## src/rtl/wash_panel_ctrl.sv

```systemverilog
// -----------------------------------------------------------------------------
// wash_panel_ctrl
// Front-panel controller for the washing-machine FSM. Conditions the raw panel
// buttons and lid switch (2-flop synchronizer + debounce), holds the wash-mode
// selection, issues start/cancel commands to the FSM and tracks the FSM state
// to drive busy / done / error indicators and a completed-cycle counter.
//
// Ports:
//   clk, rst            clock, synchronous active-high reset
//   btn_start/cancel/   raw async buttons, active-high
//   btn_mode
//   lid_sw              raw async lid switch, 1 = open
//   fsm_state[2:0]      washing FSM state, 0 = IDLE
//   fsm_timer_enable    washing FSM timer_enable
//   start, cancel       commands to the FSM
//   lid                 debounced lid to the FSM, 1 = open
//   mode1/2/3           one-hot mode: Quick / Normal / Heavy
//   busy                cycle in progress
//   done_led            completion indicator
//   err_lid             one-cycle pulse: start refused, lid open
//   err_timeout         sticky: FSM failed to leave IDLE after start
//   cycles_done[7:0]    saturating completed-cycle count
// -----------------------------------------------------------------------------
module wash_panel_ctrl #(
    parameter int DEBOUNCE_CYCLES = 16,
    parameter int START_PULSE     = 5,
    parameter int ARM_TIMEOUT     = 64,
    parameter int DONE_HOLD       = 100
) (
    input  logic       clk,
    input  logic       rst,
    input  logic       btn_start,
    input  logic       btn_cancel,
    input  logic       btn_mode,
    input  logic       lid_sw,
    input  logic [2:0] fsm_state,
    input  logic       fsm_timer_enable,
    output logic       start,
    output logic       cancel,
    output logic       lid,
    output logic       mode1,
    output logic       mode2,
    output logic       mode3,
    output logic       busy,
    output logic       done_led,
    output logic       err_lid,
    output logic       err_timeout,
    output logic [7:0] cycles_done
);

    // Panel states
    localparam logic [2:0] ST_SELECT   = 3'd0;
    localparam logic [2:0] ST_ARM      = 3'd1;
    localparam logic [2:0] ST_WAIT_RUN = 3'd2;
    localparam logic [2:0] ST_RUN      = 3'd3;
    localparam logic [2:0] ST_ABORT    = 3'd4;
    localparam logic [2:0] ST_DONE     = 3'd5;

    // Conditioned input lanes
    localparam int IN_START  = 0;
    localparam int IN_CANCEL = 1;
    localparam int IN_MODE   = 2;
    localparam int IN_LID    = 3;
    // Lid lane starts "open" so the machine is interlocked until the switch is seen closed
    localparam logic [3:0] IN_RST_VAL = 4'b1000;

    localparam int DB_W = (DEBOUNCE_CYCLES > 1) ? $clog2(DEBOUNCE_CYCLES) : 1;
    localparam logic [DB_W-1:0] DB_LAST = DB_W'(DEBOUNCE_CYCLES - 1);

    localparam int TMR_MAX = (START_PULSE > ARM_TIMEOUT)
                           ? ((START_PULSE > DONE_HOLD) ? START_PULSE : DONE_HOLD)
                           : ((ARM_TIMEOUT > DONE_HOLD) ? ARM_TIMEOUT : DONE_HOLD);
    localparam int TMR_W = $clog2(TMR_MAX + 1);
    localparam logic [TMR_W-1:0] PULSE_LAST   = TMR_W'(START_PULSE - 1);
    localparam logic [TMR_W-1:0] TIMEOUT_LAST = TMR_W'(ARM_TIMEOUT - 1);
    localparam logic [TMR_W-1:0] HOLD_LAST    = TMR_W'(DONE_HOLD - 1);

    // Advance the mode selection 1 -> 2 -> 3 -> 1
    function automatic logic [1:0] mode_advance(input logic [1:0] m);
        logic [1:0] r;
        case (m)
            2'd1:    r = 2'd2;
            2'd2:    r = 2'd3;
            default: r = 2'd1;
        endcase
        return r;
    endfunction

    // One-hot decode of the mode selection; illegal codes fall back to Quick
    function automatic logic [2:0] mode_decode(input logic [1:0] m);
        logic [2:0] r;
        case (m)
            2'd1:    r = 3'b001;
            2'd2:    r = 3'b010;
            2'd3:    r = 3'b100;
            default: r = 3'b001;
        endcase
        return r;
    endfunction

    logic [3:0]      raw_s;
    logic [3:0]      sync1_r;
    logic [3:0]      sync2_r;
    logic [3:0]      stable_r;
    logic [3:0]      press_r;
    logic [DB_W-1:0] db_cnt_r [4];

    logic [2:0]       state_r;
    logic [2:0]       state_nxt_s;
    logic [TMR_W-1:0] tmr_r;
    logic [1:0]       mode_sel_r;
    logic [1:0]       mode_sel_nxt_s;
    logic [2:0]       mode_oh_r;
    logic             accept_start_s;
    logic             lid_reject_s;
    logic             timeout_s;
    logic             complete_s;
    logic             tmr_run_s;
    logic             fsm_idle_s;

    logic             start_r;
    logic             cancel_r;
    logic             busy_r;
    logic             done_led_r;
    logic             err_lid_r;
    logic             err_timeout_r;
    logic [7:0]       cycles_done_r;

    assign raw_s = {lid_sw, btn_mode, btn_cancel, btn_start};

    // Synchronize and debounce all four panel inputs; press_r pulses on a stable rise
    always_ff @(posedge clk) begin
        if (rst) begin
            sync1_r  <= IN_RST_VAL;
            sync2_r  <= IN_RST_VAL;
            stable_r <= IN_RST_VAL;
            press_r  <= 4'b0000;
            for (int i = 0; i < 4; i++) begin
                db_cnt_r[i] <= '0;
            end
        end else begin
            sync1_r <= raw_s;
            sync2_r <= sync1_r;
            for (int i = 0; i < 4; i++) begin
                if (sync2_r[i] == stable_r[i]) begin
                    db_cnt_r[i] <= '0;
                    press_r[i]  <= 1'b0;
                end else if (db_cnt_r[i] == DB_LAST) begin
                    db_cnt_r[i] <= '0;
                    stable_r[i] <= sync2_r[i];
                    press_r[i]  <= sync2_r[i];
                end else begin
                    db_cnt_r[i] <= db_cnt_r[i] + DB_W'(1);
                    press_r[i]  <= 1'b0;
                end
            end
        end
    end

    assign fsm_idle_s = (fsm_state == 3'd0) && !fsm_timer_enable;

    // Panel next-state logic; cancel wins over every other event in every state
    always_comb begin
        state_nxt_s    = state_r;
        accept_start_s = 1'b0;
        lid_reject_s   = 1'b0;
        timeout_s      = 1'b0;
        complete_s     = 1'b0;
        case (state_r)
            ST_SELECT: begin
                if (press_r[IN_CANCEL]) begin
                    state_nxt_s = ST_SELECT;
                end else if (press_r[IN_START]) begin
                    if (stable_r[IN_LID]) begin
                        lid_reject_s = 1'b1;
                    end else begin
                        state_nxt_s    = ST_ARM;
                        accept_start_s = 1'b1;
                    end
                end else begin
                    state_nxt_s = ST_SELECT;
                end
            end
            ST_ARM: begin
                if (press_r[IN_CANCEL]) begin
                    state_nxt_s = ST_ABORT;
                end else if (tmr_r == PULSE_LAST) begin
                    state_nxt_s = ST_WAIT_RUN;
                end else begin
                    state_nxt_s = ST_ARM;
                end
            end
            ST_WAIT_RUN: begin
                if (press_r[IN_CANCEL]) begin
                    state_nxt_s = ST_ABORT;
                end else if (fsm_state != 3'd0) begin
                    state_nxt_s = ST_RUN;
                end else if (tmr_r == TIMEOUT_LAST) begin
                    state_nxt_s = ST_SELECT;
                    timeout_s   = 1'b1;
                end else begin
                    state_nxt_s = ST_WAIT_RUN;
                end
            end
            ST_RUN: begin
                if (press_r[IN_CANCEL]) begin
                    state_nxt_s = ST_ABORT;
                end else if (fsm_idle_s) begin
                    state_nxt_s = ST_DONE;
                    complete_s  = 1'b1;
                end else begin
                    state_nxt_s = ST_RUN;
                end
            end
            ST_ABORT: begin
                if (fsm_idle_s) begin
                    state_nxt_s = ST_SELECT;
                end else begin
                    state_nxt_s = ST_ABORT;
                end
            end
            ST_DONE: begin
                if (tmr_r == HOLD_LAST) begin
                    state_nxt_s = ST_SELECT;
                end else begin
                    state_nxt_s = ST_DONE;
                end
            end
            default: begin
                state_nxt_s = ST_SELECT;
            end
        endcase
    end

    // Mode selection only moves while the machine is not running a cycle
    always_comb begin
        mode_sel_nxt_s = mode_sel_r;
        if (press_r[IN_MODE] && ((state_r == ST_SELECT) || (state_r == ST_DONE))) begin
            mode_sel_nxt_s = mode_advance(mode_sel_r);
        end else begin
            mode_sel_nxt_s = mode_sel_r;
        end
    end

    // The shared timer only runs in the states that measure a duration
    always_comb begin
        tmr_run_s = 1'b0;
        case (state_r)
            ST_ARM, ST_WAIT_RUN, ST_DONE: tmr_run_s = 1'b1;
            default:                      tmr_run_s = 1'b0;
        endcase
    end

    // State, timer and all panel outputs; outputs are decoded from the next state
    // so start/cancel/busy/done change on the same edge as the state itself
    always_ff @(posedge clk) begin
        if (rst) begin
            state_r       <= ST_SELECT;
            tmr_r         <= '0;
            mode_sel_r    <= 2'd1;
            mode_oh_r     <= 3'b001;
            start_r       <= 1'b0;
            cancel_r      <= 1'b0;
            busy_r        <= 1'b0;
            done_led_r    <= 1'b0;
            err_lid_r     <= 1'b0;
            err_timeout_r <= 1'b0;
            cycles_done_r <= 8'd0;
        end else begin
            state_r <= state_nxt_s;
            if ((state_nxt_s != state_r) || !tmr_run_s) begin
                tmr_r <= '0;
            end else begin
                tmr_r <= tmr_r + TMR_W'(1);
            end
            mode_sel_r <= mode_sel_nxt_s;
            mode_oh_r  <= mode_decode(mode_sel_nxt_s);
            start_r    <= (state_nxt_s == ST_ARM);
            cancel_r   <= (state_nxt_s == ST_ABORT);
            busy_r     <= (state_nxt_s == ST_ARM) || (state_nxt_s == ST_WAIT_RUN) ||
                          (state_nxt_s == ST_RUN) || (state_nxt_s == ST_ABORT);
            done_led_r <= (state_nxt_s == ST_DONE);
            err_lid_r  <= lid_reject_s;
            if (accept_start_s) begin
                err_timeout_r <= 1'b0;
            end else if (timeout_s) begin
                err_timeout_r <= 1'b1;
            end else begin
                err_timeout_r <= err_timeout_r;
            end
            if (complete_s && (cycles_done_r != 8'd255)) begin
                cycles_done_r <= cycles_done_r + 8'd1;
            end else begin
                cycles_done_r <= cycles_done_r;
            end
        end
    end

    assign start       = start_r;
    assign cancel      = cancel_r;
    assign lid         = stable_r[IN_LID];
    assign mode1       = mode_oh_r[0];
    assign mode2       = mode_oh_r[1];
    assign mode3       = mode_oh_r[2];
    assign busy        = busy_r;
    assign done_led    = done_led_r;
    assign err_lid     = err_lid_r;
    assign err_timeout = err_timeout_r;
    assign cycles_done = cycles_done_r;

endmodule

```

## config.mk

```make
export PLATFORM = sky130hd
export DESIGN_NAME = wash_panel_ctrl
export DESIGN_NICKNAME = d
export VERILOG_FILES = /design/src/rtl/wash_panel_ctrl.sv
export SDC_FILE = /design/constraint.sdc
export NUM_CORES = 1
export LEC_CHECK = 0
export CAP_MARGIN = 20
export CELL_PAD_IN_SITES_DETAIL_PLACEMENT = 0
export CELL_PAD_IN_SITES_GLOBAL_PLACEMENT = 1
export CORE_ASPECT_RATIO = 1.4
export CORE_MARGIN = 5
export CORE_UTILIZATION = 40
export CTS_CLUSTER_DIAMETER = 200
export DETAILED_ROUTE_END_ITERATION = 8
export GPL_ROUTABILITY_DRIVEN = 0
export HOLD_SLACK_MARGIN = 0.1
export MAX_ROUTING_LAYER = met4
export PLACE_DENSITY_LB_ADDON = 0.1
export SETUP_SLACK_MARGIN = 0.02
export SLEW_MARGIN = 20
export SYNTH_ARGS = -nofsm -noshare
export SYNTH_HDL_FRONTEND = slang
export SYNTH_SLANG_ARGS = --single-unit
```

## constraint.sdc

```tcl
create_clock -name clk -period 2.2 [get_ports clk]
set_input_delay 0.44 -clock clk [delete_from_list [all_inputs] [get_ports clk]]
set_output_delay 0.44 -clock clk [all_outputs]
set_load 0.03 [all_outputs]
```

# Yosys cells after proc, flatten, opt, wreduce, memory -nomap -nowiden
# Memories as Yosys holds them, arrays and structs flattened.
# Index checks and enable logic that the tools add are counted.
# Widths: inputs -> output; s select.
dict set report word_totals {
  regBits 44
  mem_bits_rw 16
  input_bits 10
  output_inout_bits 18
  elab_cells 186
  n_memories 1
}
dict set report classes {
  n_addsub 6
  n_eq_ne 27
  mux 87
  bitwise_logic 21
  reduce_logical 24
}
# name words word_bits rd rd_ports_with_merged_regs write_ports line_no
set mem_list {}
lappend mem_list {db_cnt_r 4 4 4 0 4 106} ;# logic [DB_W-1:0] db_cnt_r [4];
# op count
set ops {}
lappend ops {{$mux 1} 59}
lappend ops {{$mux 4} 12}
lappend ops {{$mux 3} 9}
lappend ops {{$pmux 3 s6} 1}
lappend ops {{$add 4x1->4 const B} 4}
lappend ops {{$eq 4x4->1 const B} 4}
lappend ops {{$eq 3x2->1 const B} 4}
lappend ops {{$eq 3x3->1 const B} 4}
lappend ops {{$or 1x1->1} 12}
lappend ops {{$reduce_or 3->1} 4}
lappend ops {{$not 1->1} 9}
lappend ops {{$add 8x1->8 const B} 1}
lappend ops {{$mux 2} 4}
lappend ops {{$ne 8x8->1 const B} 1}
lappend ops {{$reduce_and 2->1} 4}
lappend ops {{$add 7x1->7 const B} 1}
lappend ops {{$eq 7x3->1 const B} 1}
lappend ops {{$eq 7x6->1 const B} 1}
lappend ops {{$eq 7x7->1 const B} 1}
lappend ops {{$eq 2x2->1 const B} 3}
lappend ops {{$eq 3x1->1 const B} 2}
lappend ops {{$logic_not 3->1} 2}
lappend ops {{$pmux 3 s2} 1}
lappend ops {{$logic_or 1x1->1} 5}
lappend ops {{other kinds (9)} 16}

# Logic depth before layout (Yosys ltp)
dict set report depth {
  ltp_word 9
  ltp_mapped 7
  mapped_depth_nobuf 7
}

# Least setup slack after synthesis
# Ideal clock, no wire load.
dict set report synth_timing {
  path_kind {input to register}
  startpoint {in fsm_state[1]}
  endpoint {reg busy_r (netlist: busy)}
  setup_time_ns 0.120
  t_arrival_ns 1.586
  required_time_ns 2.080
  slack_ns 0.494
  path_stages 5
  n_path_buf 0
  path_cell_list {or3_4 > nor4_2 > o22a_2 > a211oi_1 > or2_1}
}
dict set report synth_via {
  elab_chain_cells 9
  elab_cells_between_ends 16
  cone_classes {eq/ne (4); mux (6); reduce/logical (6)}
}
# item line_no
set synth_lines {}
lappend synth_lines {{start: declaration} 36} ;# input logic [2:0] fsm_state,
lappend synth_lines {{$logic_not 3->1} 160} ;# assign fsm_idle_s = (fsm_state == 3'd0) && !fsm_timer_enable;
lappend synth_lines {{$logic_and 1x1->1} 160}
lappend synth_lines {{$mux 3} 208} ;# end else if (fsm_idle_s) begin
lappend synth_lines {{$mux 3} 206} ;# if (press_r[IN_CANCEL]) begin
lappend synth_lines {{$pmux 3 s6 (*)} 169} ;# case (state_r)
lappend synth_lines {{$eq 3x1->1 or $eq 3x2->1 (tied branches)} 280} ;# busy_r <= (state_nxt_s == ST_ARM) || (state_nxt_s == ST_WAIT_RUN) ||
lappend synth_lines {{$logic_or 1x1->1 (2 in series)} 280}
lappend synth_lines {{$logic_or 1x1->1 (*)} 281} ;# (state_nxt_s == ST_RUN) || (state_nxt_s == ST_ABORT);
lappend synth_lines {{end signal: assignment} 280}
lappend synth_lines {{end: declaration} 123} ;# logic busy_r;
# Every way passes the cells marked *; elsewhere a longest branch is shown, timed or not.
# A chain may end at the register's enable or synchronous reset.

# Worst setup path after layout
dict set report layout_timing {
  startpoint {in fsm_state[1]}
  endpoint {reg tmr_r[6]}
}
dict set report layout_via {
  elab_chain_cells 8
  elab_cells_between_ends 12
  cone_classes {eq/ne (1); mux (6); reduce/logical (5)}
}
# item line_no
set layout_lines {}
lappend layout_lines {{$logic_not 3->1} 160}
lappend layout_lines {{$logic_and 1x1->1} 160}
lappend layout_lines {{$mux 3} 208}
lappend layout_lines {{$mux 3} 206}
lappend layout_lines {{$pmux 3 s6 (*)} 169}
lappend layout_lines {{$ne 3x3->1 (*)} 271} ;# if ((state_nxt_s != state_r) || !tmr_run_s) begin
lappend layout_lines {{$logic_or 1x1->1 (*)} 271}
lappend layout_lines {{$reduce_or 2->1 (no line) (*)} -}
lappend layout_lines {{end signal: assignment} 274} ;# tmr_r <= tmr_r + TMR_W'(1);
lappend layout_lines {{end: declaration} 110} ;# logic [TMR_W-1:0] tmr_r;
# Marks and branches as above.

==> flow_metrics.py <==
metrics = {
    "placed_design": {
        "dp_cells": 374,
        "place_ws_ns": -0.133,
        "detailed_place_hpwl_um": 3650,
        "place_area_um2": 3120,
        "port_buffers": 27,
    },
    "timing": {
        "finalCritPeriodShare_pct": 90.5,
        "finClkSkew_ns": 0.00789,
        "setup-violations-final": 0,
        "fmax_mhz": 503,
        "setup_slack_ns": 0.210,
        "rsz0062_at_grt": "false",
        "whs_ns": 0.422,
        "final.min_clock_period_ns": 1.99,
        "slew_violations": 0,
        "finalHoldViolations": 0,
    },
    "cells_and_area": {
        "drive_gt1_share_pct": 13.3,
        "n_fill_cell": 661,
        "final_area_um2": 3330,
        "antenna_cells": 0,
        "syn2layout_area_growth_pct": 25.2,
        "num-nets-final": 329,
        "final-instance-count-excl-fill": 390,
    },
    "synthesis": {
        "synth_edf_count": 16,
        "synth.most_common_cell": "dfxtp_1",
        "synth_common_cells": "44 x dfxtp_1, 39 x nor2_1, 18 x xnor2_1, 16 x edfxtp_1, 14 x nand3_1",
        "synthDistinctLibCells": 54,
        "synth_seq_cells": 60,
        "async_flop_share_pct": 0,
        "yosys_warnings": 0,
        "yosysTopAreaCell": "dfxtp_1",
        "syn_area_um2": 2660,
        "synthCells": 255,
        "yosys.area.top_type_share_pct": 33.1,
        "seq_area_frac_synth_pct": 51.2,
        "synthTopCellsByArea": "dfxtp_1 33%, edfxtp_1 18%, xnor2_1 5.9%",
        "postSynthAreaPerCell_um2": 10.4,
        "synth_ff_type": "dfxtp_1",
    },
    "clocking": {
        "clkTransAtPathRegs_ns": 0.07,
        "clkLatencyLatePin_ns": 0.34,
        "numCtsBuffers": 9,
        "cts-root-buf": "clkbuf_8",
        "cts_tree": "yes",
        "cts_resized": 0,
        "postCtsSetupRepairBufs": 0,
        "clock-sinks": 60,
        "postCtsHoldBufs": 0,
        "cts_max_level": 3,
        "cts_buffer_depth": 2,
    },
    "die": {
        "core_area_um2": 6530,
        "die_w_um": 78.9,
        "rows": 35,
        "io-pin-count": 28,
        "initial_core_util_pct": 40.7,
        "die_h_um": 106,
        "die_area_um2": 8400,
    },
    "worst_setup_path": {
        "worst_setup_path_startpoint": "fsm_state[1]",
        "max_stage_delay_ns": 0.46,
        "worst_ep_required_time_ns": 2.42,
        "critPathKind": "input port to flip-flop",
        "worst_ep_arrival_time_ns": 2.21,
        "critPathCaptureType": "flip-flop",
        "crit_path_cell_trace": "clkdlybuf4s50_1 -> or3_4 -> nor4_2 -> o221ai_1 -> o2111ai_2 -> nor2_1",
        "cp_max_fo": 7,
        "cpMaxStageDelayCell": "clkdlybuf4s50_1",
        "start_kind": "input port",
        "r2r_start": "tmr_r[0]$_SDFF_PP0_",
    },
    "global_route": {
        "grtUsageTotal_pct": 13.8,
        "grt_pass1_wl_um": 8940,
        "antenna_found_initial": 0,
        "grt_max_degree": 13,
        "gr-total-overflow": 0,
        "grt_pass1_vias": 2012,
    },
    "power": {
        "power.total_mw": 2.29,
        "peakVddDrop_mv": 0.406,
        "seqPwrFrac_pct": 51.0,
        "leakagePower_nw": 1.23,
        "p_sw_share_pct": 21.8,
        "pwr-share-clk_pct": 45.6,
        "comb_power_share_pct": 3.4,
        "p_int_mw": 1.79,
        "switching_power_mw": 0.498,
        "p_per_area_nw_per_um2": 687,
    },
    "status": {
        "run_status": "finished, final reports clean",
    },
    "drt": {
        "dr.first_iter.drc_count": 57,
        "via_count": 1944,
        "avgRoutedWirePerCell_um": 12.9,
        "first_pass_iters": 4,
        "vias_per_cell": 4.98,
        "drc": 0,
        "drtAntennaViolNets": 0,
        "wl_um": 5020,
    },
    "job": {
        "cap_violations": 0,
    },
    "min_path": {
        "min_from": "sync1_r[3]$_SDFF_PP1_",
        "hp-class": "flip-flop to flip-flop",
    },
}
-- through the flow --
| step | setup TNS [ns] | util (%) |
|---|---|---|
| 2_1_floorplan | 0 | - |
| 3_3_place_gp | -0.446 | 47.8 |
| 3_5_place_dp | -1.04 | 47.8 |
| 4_1_cts | 0 | 51.0 |
| 5_1_grt | 0 | 51.0 |
| 6_report | 0 | 51.0 |
-- sequential cells by signal (all words and copies together), names as in the netlist, 2 cells and up --
signal and cells:
sync2_r 4, press_r 3, mode_sel_r 2, mode_oh_r 3, stable_r 4, tmr_r 7
state_r 3, sync1_r 4, db_cnt_r 16, cycles_done 8
-- cell usage in the layout, fill, tap and decap left out, drive strengths merged, types with 5 or more instances in the layout --
cell type / n
dfxtp: 44
xnor2: 18
nor2b: 12
inv: 11
conb: 16
nand2: 9
nor3: 10
edfxtp: 16
ha: 8
nand3: 14
nor4b: 6
nor3b: 5
buf: 9
nor2: 40
clkbuf: 11
xor2: 6
clkdlybuf4s50: 27
-- layout make-up --
class / instances / area, µm² / area share (%)
Timing Repair Buffer: 36 / 338 / 10.2
Multi-Input combinational cell: 195 / 1290 / 38.8
Clock buffer: 11 / 153 / 4.59
Clock inverter: 5 / 57.6 / 1.73
Inverter: 9 / 33.8 / 1.02
Sequential cell: 60 / 1360 / 40.9
Tap cell: 74 / 92.6 / 2.78
-- final timing paths --
path	slack [ns]	to	depth (start not counted)
worst max-delay path	0.21	tmr_r[6]$_SDFF_PP0_	6
worst min-delay path	0.42	sync2_r[3]$_SDFF_PP1_	1
worst max register to register	0.34	tmr_r[6]$_SDFF_PP0_	6
worst min register to register	0.42	sync2_r[3]$_SDFF_PP1_	1
-- metal layers --
metal	vias to the layer above	GRT usage [%]	routed length [µm]
met5	-	-	0
met4	0	6.27	123
met3	9	3.56	205
met2	39	23.3	2530
met1	901	15.2	2160
li1	995	-	-
-- kinds of logic after synthesis --
family / share of synthesized area, %
AOI/OAI and AO/OA: 6.45
DFF: 51.2
and+or+nand+nor: 26.7
muxes: 1.51
other: 0.141
buffers and inverters: 2.31
xor gates and xnor gates: 7.91
adders and majority gates: 3.77
-- critical path: cells and delay by family --
family	cells	cell delay [ns]
compound gates	2	0.39
buf+inv	1	0.46
simple gates	3	0.91
-- power groups by stage --
stage / clock network [mW] / logic, mW / registers [mW]
after floorplan: 0 / 0.0440 / 1.19
after global placement: 0 / 0.0777 / 1.19
after detailed placement: 0 / 0.0779 / 1.19
after CTS: 1.08 / 0.0791 / 1.17
after global routing: 1.12 / 0.0895 / 1.17
final: 1.04 / 0.0783 / 1.17
(Power assumes the default switching activity.)
==> RTL change: new RTL, same settings <==
`START_PULSE`: 5 -> 6.
--- a/src/rtl/wash_panel_ctrl.sv
+++ b/src/rtl/wash_panel_ctrl.sv
@@ -24,5 +24,5 @@
 module wash_panel_ctrl #(
     parameter int DEBOUNCE_CYCLES = 16,
-    parameter int START_PULSE     = 5,
+    parameter int START_PULSE     = 6,
     parameter int ARM_TIMEOUT     = 64,
     parameter int DONE_HOLD       = 100
Function: same outputs for any inputs over 10 cycles, from zero or initial values and one cycle with rst high; that may be too few to reach the edited logic, so the function may still have changed.
==> RTL change against the original RTL <==
- count of clock-buffer cells in the layout rose by 3
- power rose by 9.3%
- highest routed layer unchanged
- via count rose by 1.6%
- worst setup slack got worse by 3.9 ps
- non-clock buffer count rose by 3
- critical path depth fell by 5
- synthesized area rose by 2.0%
- design area rose by 4.5%
- clock skew rose by 6.0 ps
- worst hold slack got worse by 9.3 ps
- die area rose by 1.8%
- sequential cell count did not move
- sequential power barely moved
- wire length rose by 0.58%
==> RTL change: results (changes against the original RTL) <==
run_status:
  status: "finished clean"  # unchanged
logic_synthesis:
  synthArstFlopShare_pct: 0  # unchanged
  ys_top_cells_by_area: "dfxtp_1, edfxtp_1, xnor2_1"  # unchanged
  synth_edf_count: 16  # unchanged
  synth_common_cells: "dfxtp_1, nor2_1, nor3_1, edfxtp_1"  # was dfxtp_1, nor2_1, xnor2_1, edfxtp_1, nand3_1
  synth_cell_types: 53  # was 54
  yosys_warnings: 0  # unchanged
  ys_seq_area_share_pct: 50.23  # was 51.22%
finish:
  drive_gt1_share_pct: 13.66  # was 13.29%
  largest_register: "db_cnt_r"  # unchanged
  antenna_cells: 0  # unchanged
  final_nets: 335  # was 329
  largest_reg_flops: 16  # unchanged
worst_hold_path:
  hp-start: "sync1_r[3]"  # unchanged
  hold_path_class: "reg -> reg"  # unchanged
routing:
  drtIter0Drc: 96  # was 57
  firstDrtPassIters: 4  # unchanged
  drcViolationCount: 0  # unchanged
  via_per_inst: 4.771  # was 4.985
  wl_per_cell_um: 12.20  # was 12.88 µm
cts:
  cts_buffers: 9  # unchanged
  htreeDepth: 3  # unchanged
  cts_resized: 0  # unchanged
  clock_path_buffers: 2  # unchanged
  cts_root_buf: "clkbuf_8"  # unchanged
  insertion_delay_ps: 340  # about the same
  clkTransAtPathRegs_ps: 70  # about the same
  cts_hold_buffers: 0  # unchanged
  post_cts_buffers: 0  # unchanged
setup_path:
  cp_slowest_cell: "clkdlybuf4s50_1"  # unchanged
  crit_family: "buffers and inverters"  # was simple AND/OR/NAND/NOR gates
  r2r-start: "tmr_r[0]"  # unchanged
  critPathLaunch: "stable_r[3]"  # was fsm_state[1]
  cpPeakStageDelay_ps: 740  # was 460 ps
  cp_max_fo: 7  # unchanged
timing:
  finClkSkew_ps: 13.89  # was 7.891 ps
power_and_ir_drop:
  p_switching_mw: 0.4738  # was 0.4978 mW
  leakage_nw: 1.287  # was 1.234 nW
  ir_worst_vdd_mv: 0.4697  # was 0.4055 mV
grt:
  grt_pass1_vias: 1950  # was 2012
  antenna_found_initial: 0  # unchanged
  grt_util_all_layers_pct: 13.21  # was 13.81%
  grt_max_degree: 41  # was 13
  grt_first_pass_wirelength_mm: 8.652  # was 8.942 mm
place:
  pre_cts_slack_ps: -83.12  # was -132.9 ps
  hpwlAfterDp_mm: 3.586  # was 3.654 mm
  place_area_mm2: 0.003212  # was 0.003117 mm²
  portBuffers: 27  # unchanged
RTL change: final timing paths:
check | cells after the start | slack (ps) | end
worst max-delay path | 1 | 210 | lid
worst min-delay path | 1 | 410 | sync2_r[3]
worst max register to register | 6 | 450 | busy
worst min register to register | 1 | 410 | sync2_r[3]
RTL change: layout make-up:
| type | instances | area [µm²] |
|---|---|---|
| Tap cell | 92 | 115.1 |
| Sequential cell | 60 | 1361 |
| Inverter | 6 | 22.52 |
| Clock inverter | 2 | 60.06 |
| Clock buffer | 14 | 203.9 |
| Multi-Input combinational cell | 201 | 1340 |
| Timing Repair Buffer | 39 | 372.9 |
| Fill cell | 624 | 3137 |
RTL change: layer usage:
| metal | global-route usage, % | up-vias | part of all wire (%) |
|---|---|---|---|
| li1 | - | 1032 | - |
| met1 | 14.66 | 906 | 44 |
| met2 | 21.80 | 28 | 50 |
| met3 | 3.601 | 9 | 3.6 |
| met4 | 6.265 | 0 | 2.0 |
| met5 | - | - | 0 |
RTL change: per-stage QoR:
step	power [mW]	util (%)	std cells
final	2.497	52.56	414
after global routing	2.590	52.56	414
after CTS	2.532	52.56	414
after detailed placement	1.267	48.57	398
after global placement	1.266	48.57	398
after floorplan	1.232	-	276
RTL change: logic make-up after synthesis:
| logic type | Yosys count | synth area share (%) |
|---|---|---|
| mux | 5 | 1.847 |
| flops | 60 | 50.23 |
| other cells | 1 | 0.1384 |
| fa+ha+maj | 8 | 3.694 |
| buf+inv | 15 | 2.401 |
| compound gates | 29 | 9.142 |
| simple gates | 121 | 25.44 |
| xor+xnor | 22 | 7.110 |
RTL change: power by group through the flow:
| stage | Sequential [mW] | Combinational (mW) | Clock, mW |
|---|---|---|---|
| after floorplan | 1.19 | 0.0441 | 0 |
| after global routing | 1.17 | 0.0868 | 1.34 |
| after global placement | 1.19 | 0.0759 | 0 |
| after detailed placement | 1.19 | 0.0762 | 0 |
| final | 1.17 | 0.0761 | 1.25 |
| after CTS | 1.17 | 0.0769 | 1.29 |
